[config.mk]
export PLATFORM = sky130hd
export DESIGN_NAME = spi_bitstream_loader
export DESIGN_NICKNAME = d
export VERILOG_FILES = /design/src/rtl/spi_bitstream_loader.sv
export SDC_FILE = /design/constraint.sdc
export NUM_CORES = 1
export LEC_CHECK = 0
export BUFFER_PORTS_ARGS = -buffer_cell sky130_fd_sc_hd__buf_2
export CORE_MARGIN = 4
export CORE_UTILIZATION = 40
export CTS_BUF_LIST = sky130_fd_sc_hd__clkbuf_16
export DETAILED_ROUTE_END_ITERATION = 12
export PLACE_DENSITY = 0.69
export SYNTH_ARGS = -nofsm -noshare
export SYNTH_HDL_FRONTEND = slang
export SYNTH_SLANG_ARGS = --single-unit
[constraint.sdc]
create_clock -name clk -period 2.68 [get_ports clk]
set_input_delay 0.536 -clock clk [delete_from_list [all_inputs] [get_ports clk]]
set_output_delay 0.536 -clock clk [all_outputs]
set_load 0.03 [all_outputs]
[src/rtl/spi_bitstream_loader.sv]
// spi_bitstream_loader
//   SPI-mode-0 initiator that reads the FPGA configuration image out of an
//   external NOR flash. One READ (0x03) command with a 24-bit start address is
//   issued, then a 32-bit length header N is read, then N payload words, which
//   are handed to the configuration logic over a valid/ready interface.
//   Backpressure on that interface freezes SCLK, so no bit is lost.
//
// Parameters
//   CLK_DIV    : SCLK half-period in clk cycles (>= 1)
//   START_ADDR : flash byte address of the length header
//   MAX_WORDS  : largest legal payload word count
//
// Ports
//   clk, rst                  : system clock, synchronous active-high reset
//   start_i                   : one-cycle pulse, starts a load from IDLE/DONE
//   spi_csb_o/sclk_o/mosi_o   : flash chip select (active low), clock, data out
//   spi_miso_i                : flash data in, MSB first
//   word_o/word_valid_o       : payload word and its valid flag
//   word_ready_i              : consumer accepts word_o when high with valid
//   busy_o, done_o, error_o   : load in progress / finished / bad header
module spi_bitstream_loader #(
  parameter int unsigned CLK_DIV    = 2,
  parameter logic [23:0] START_ADDR = 24'h000000,
  parameter int unsigned MAX_WORDS  = 65535
) (
  input  logic        clk,
  input  logic        rst,
  input  logic        start_i,
  output logic        spi_csb_o,
  output logic        spi_sclk_o,
  output logic        spi_mosi_o,
  input  logic        spi_miso_i,
  output logic [31:0] word_o,
  output logic        word_valid_o,
  input  logic        word_ready_i,
  output logic        busy_o,
  output logic        done_o,
  output logic        error_o
);

  localparam int unsigned DW       = (CLK_DIV > 1) ? $clog2(CLK_DIV) : 1;
  localparam logic [31:0] CMD_WORD = {8'h03, START_ADDR};

  typedef enum logic [2:0] {S_IDLE, S_CMD, S_ADDR, S_HDR, S_DATA, S_DONE} state_t;

  state_t        state;
  logic [DW-1:0] div_cnt;
  logic [4:0]    bit_cnt;
  logic [30:0]   tx_sr;    // command/address bits still to be sent after the current MOSI bit
  logic [31:0]   rx_sr;
  logic          rx_full;  // rx_sr holds a complete 32-bit value not yet consumed
  logic [31:0]   rx_left;  // payload words still to be shifted in

  logic div_tick, rise_blk, accept, rx_phase;

  always_comb begin
    div_tick = (div_cnt == DW'(CLK_DIV - 1));
    rx_phase = (state == S_HDR) || (state == S_DATA);
    // A rising edge would sample into a full shift register, or past the last word.
    rise_blk = rx_full || ((state == S_DATA) && (rx_left == '0));
    accept   = word_valid_o && word_ready_i;
  end

  always_ff @(posedge clk) begin
    if (rst) begin
      state        <= S_IDLE;
      div_cnt      <= '0;
      bit_cnt      <= '0;
      tx_sr        <= '0;
      rx_sr        <= '0;
      rx_full      <= 1'b0;
      rx_left      <= '0;
      spi_csb_o    <= 1'b1;
      spi_sclk_o   <= 1'b0;
      spi_mosi_o   <= 1'b0;
      word_o       <= '0;
      word_valid_o <= 1'b0;
      busy_o       <= 1'b0;
      done_o       <= 1'b0;
      error_o      <= 1'b0;
    end else begin
      case (state)
        S_IDLE, S_DONE: begin
          if (start_i) begin
            state        <= S_CMD;
            busy_o       <= 1'b1;
            done_o       <= 1'b0;
            error_o      <= 1'b0;
            spi_csb_o    <= 1'b0;
            spi_sclk_o   <= 1'b0;
            spi_mosi_o   <= CMD_WORD[31];
            tx_sr        <= CMD_WORD[30:0];
            div_cnt      <= '0;
            bit_cnt      <= '0;
            rx_full      <= 1'b0;
            word_valid_o <= 1'b0;
          end
        end
        default: begin
          // SCLK generator: the high phase always completes; the low phase is
          // frozen while a rising edge is blocked.
          if (spi_sclk_o || !rise_blk) begin
            if (div_tick) begin
              div_cnt    <= '0;
              spi_sclk_o <= ~spi_sclk_o;
              if (!spi_sclk_o) begin
                bit_cnt <= bit_cnt + 5'd1;
                if (rx_phase) rx_sr <= {rx_sr[30:0], spi_miso_i};
                if ((state == S_CMD) && (bit_cnt == 5'd7)) state <= S_ADDR;
                if ((state == S_ADDR) && (bit_cnt == 5'd31)) state <= S_HDR;
                if (rx_phase && (bit_cnt == 5'd31)) rx_full <= 1'b1;
                if ((state == S_DATA) && (bit_cnt == 5'd31)) rx_left <= rx_left - 32'd1;
              end else begin
                spi_mosi_o <= tx_sr[30];
                tx_sr      <= {tx_sr[29:0], 1'b0};
              end
            end else begin
              div_cnt <= div_cnt + DW'(1);
            end
          end

          // Header check one cycle after its last bit; later assignments win
          // over the SCLK generator so the bus is parked cleanly.
          if ((state == S_HDR) && rx_full) begin
            rx_full <= 1'b0;
            if ((rx_sr == '0) || (rx_sr > 32'(MAX_WORDS))) begin
              state      <= S_DONE;
              spi_csb_o  <= 1'b1;
              spi_sclk_o <= 1'b0;
              spi_mosi_o <= 1'b0;
              busy_o     <= 1'b0;
              done_o     <= 1'b1;
              error_o    <= 1'b1;
            end else begin
              state   <= S_DATA;
              rx_left <= rx_sr;
            end
          end

          if (state == S_DATA) begin
            if (rx_full && (!word_valid_o || word_ready_i)) begin
              word_o       <= rx_sr;
              word_valid_o <= 1'b1;
              rx_full      <= 1'b0;
            end else if (accept) begin
              word_valid_o <= 1'b0;
              if (!rx_full && (rx_left == '0)) begin
                state      <= S_DONE;
                spi_csb_o  <= 1'b1;
                spi_sclk_o <= 1'b0;
                spi_mosi_o <= 1'b0;
                busy_o     <= 1'b0;
                done_o     <= 1'b1;
              end
            end
          end
        end
      endcase
    end
  end

endmodule

==> summary.txt <==
Drt
  • DR iter-0 viols: 458
  • DR vias: 4735
  • DRC: 0
  • Routed Antenna Nets: 0
  • WL per Instance: around 15 um
  • Detailed Route WL: 12.7 mm
  • Vias per inst: 5.48
  • Drt pass-1 iters: 5

Timing
  • Post-route minimum period: between 2000 and 3000 ps
  • Worst hold margin: 362 ps
  • Slew HR: 33.0%
  • Fmax: 382 MHz
  • Final Setup Violations: 0
  • Actual slew at the worst max-slew pin: ~1000 ps
  • Final TNS setup: 0 ps
  • Period utilization: 97.7%
  • Max Transition Viols Final: 0
  • Final Hold Vio Count: 0
  • Final Skew: 7.87 ps
  • RSZ-0062 raised after global routing: yes

CTS
  • H-tree levels: 4
  • Insertion delay to the later sink of the worst-skew pair: roughly 410 ps
  • CTS Hold Bufs: 0
  • Total CTS buffers: 17
  • CTS Root Cell: clkbuf_16
  • CTS Sinks: 120
  • Worst-path clk slew: about 50 ps
  • Worst-case clock buffer depth: 2
  • CTS tree: built

Power and ir drop
  • Switching power: 0.000887 W
  • Combinational power share: about 2.7%
  • Leak: 2.34 nW
  • Peak supply drop: 0.000388 V
  • Sw Ratio: between 20% and 30%
  • Pwr Density: approximately 660 nW/um^2
  • Clock Power Share: 54.0%
  • Internal power: 0.00327 W
  • Flop pwr share: around 43%
  • Total Power: between 0.004 and 0.005 W

Global routing
  • Largest net degree at the start of global routing: between 60 and 70
  • Initial antenna violation count: 0
  • Global-route wire length before repair: 21.1 mm
  • Vias in the first global route: between 4k and 5k
  • GR Overflow Total: 0
  • Tot GR Track Use: 17.7%

Synthesis
  • Fraction of synthesized area in multiplexers: 2.64%
  • Top cell type's share of synthesized area: a little under half
  • Syn Area/Cell: 8.19 sq um
  • Simple-Gate Fraction of Synth Area: 29.6%
  • Ys async rst share: 0%
  • Cells after Synth: 636
  • Yosys warns: 0
  • Number of synthesized flops with an enable pin: 0
  • #FFs+latches synth: 120
  • Ys flop type: dfxtp_1
  • Cell taking the most area after synthesis: dfxtp_1
  • Synthesized-area fraction occupied by adder cells: less than 1%
  • Synthesized cell area: 5210 sq um
  • Post-synthesis xor/xnor area fraction: 1.85%
  • Post-synthesis sequential area ratio: 46.1%
  • Syn Nets: 644
  • Top cells by area, synth: dfxtp_1, nand2_1, a21oi_1
  • Synth cell types: 57
  • Largest family of logic cells by synthesized area: simple AND/OR/NAND/NOR gates
  • Synth Area in Compound Gates: 14.9%

Critical path
  • Crit path kind: register to register
  • Critical path peak fanout: 3
  • CP arrival: between 2000 and 3000 ps
  • Critical Path Start Type: register
  • WP data required: between 3000 and 4000 ps
  • CP Capture Type: register

Floorplanning
  • Num rows: 41
  • Die width: 122 um
  • Core area: 12700 sq um
  • Initial Util: about two fifths
  • Ports: between 40 and 50
  • Die area: between 10000 and 15000 sq um
  • Die H: about 120 um

Final layout
  • Fill cells: approximately 1.2k
  • Layout cells sized above 1: between 10% and 20%
  • Highest-count cells in the layout ignoring fill and taps: nand2_1, dfxtp_1, a21oi_1
  • Antenna cells: 0
  • Final nets: 688
  • Area growth from synthesis to layout: 21.1%
  • Most common cell after layout, fill and taps aside: nand2_1

Run
  • Max-cap violations: 0

Placement
  • RePlAce Congestion: 0.879
  • IO buf count: 43
  • HPWL Detailed: 8.40 mm

Worst hold path
  • Hold Crit Class: input port to register

Outcome
  • Outcome: complete, no violations
-- worst paths after layout --
| check | start | to | slack [ps] | cells past startpoint |
|---|---|---|---|---|
| max | bit_cnt[0]$_SDFFE_PP0P_ | rx_left[15]$_SDFFE_PP0P_ | 60 | 10 |
| min | spi_miso_i | rx_sr[0]$_SDFFE_PP0P_ | 360 | 3 |
| max reg2reg | bit_cnt[0]$_SDFFE_PP0P_ | rx_left[15]$_SDFFE_PP0P_ | 60 | 10 |
| min reg2reg | word_o[1]$_SDFFE_PP0P_ | word_o[1]$_SDFFE_PP0P_ | 450 | 2 |
-- Yosys cell counts (3+ instances only) --
cell type	n
nand4_1	6
mux2_2	4
xor2_1	10
dfxtp_1	120
or4_1	5
mux2i_1	7
nand2b_1	5
nand3_1	48
a211oi_1	9
o21ai_0	9
o31ai_1	3
or3_1	9
and3_1	9
buf_6	4
a21oi_1	82
nand2_1	120
nor4_1	19
or2_2	5
clkbuf_1	35
nand3b_1	6
inv_1	4
o211ai_1	3
ha_1	3
a31oi_1	5
nor2_1	49
nor3_1	14
a22oi_1	6
-- stage by stage --
step	std cells	setup slack [ps]	area, sq um	util [%]
after floorplan	636	12.2	5210	-
after global placement	830	-15.7	5640	44.5
after detailed placement	830	-181	5640	44.5
after CTS	864	-97.1	6280	49.6
after global routing	864	-15.5	6310	49.8
final	864	60.3	6310	49.8
-- metal layers --
| metal | GRT usage (%) | share of wire, % |
|---|---|---|
| met4 | 5.04 | 0.67 |
| met2 | 28.0 | 47 |
| met5 | 0 | 0 |
| met3 | 5.15 | 5.5 |
| met1 | 23.5 | 46 |
-- state kept, by name, summed over array words and instances (netlist names) --
| signal | cells |
|---|---|
| rx_left | 32 |
| rx_sr | 32 |
| word_o | 32 |
| tx_sr | 7 |
| bit_cnt | 5 |
| state | 3 |
| busy_o | 1 |
| div_cnt | 1 |
| done_o | 1 |
| error_o | 1 |
| rx_full | 1 |
| spi_csb_o | 1 |
| spi_mosi_o | 1 |
| spi_sclk_o | 1 |
| word_valid_o | 1 |
-- kinds of logic (layout without fill, tap and decap cells) --
kind of cell,count (synthesis),after routing
compound gates,129,129
flops,120,120
mux,13,13
buf+inv,47,103
xor+xnor,11,11
fa+ha+maj,3,3
simple gates,313,313
-- power by group through the flow --
stage / combinational [W] / clock (W) / sequential, W
after floorplan: 0.0000756 / 0 / 0.00184
after detailed placement: 0.000109 / 0 / 0.00184
after CTS: 0.000109 / 0.00228 / 0.00180
after global routing: 0.000121 / 0.00237 / 0.00180
after global placement: 0.000106 / 0 / 0.00184
final: 0.000111 / 0.00224 / 0.00180
-- worst max-delay path, cell delays in order, from the launching register on --
cell	delay, ps
dfxtp_2	350
ha_4	140
and3_4	190
ha_4	140
nand4bb_4	120
or4b_4	520
nor4_4	180
buf_4	180
o211ai_4	80
or4_4	440
a311oi_2	200
-- cell type report --
type                       instances  area, sq um  area share [%]
clock buffer                      17          425            6.75
clock inverter                    14          159            2.52
inverter                           4         15.0           0.238
multi-input combinational        469         2650            42.1
sequential                       120         2400            38.1
tap                              172          215            3.41
timing repair buffer              68          434            6.88
-- repair_timing --
item | 4_1_cts | 5_1_grt
gates cloned | 0 | 0
pin swaps | 6 | 3
resized for setup | 7 | 5
setup buffers | 3 | 0
endpoints found under the hold margin | 0 | 0
setup endpoints to repair | 10 | 11
(Power assumes the default switching activity.)
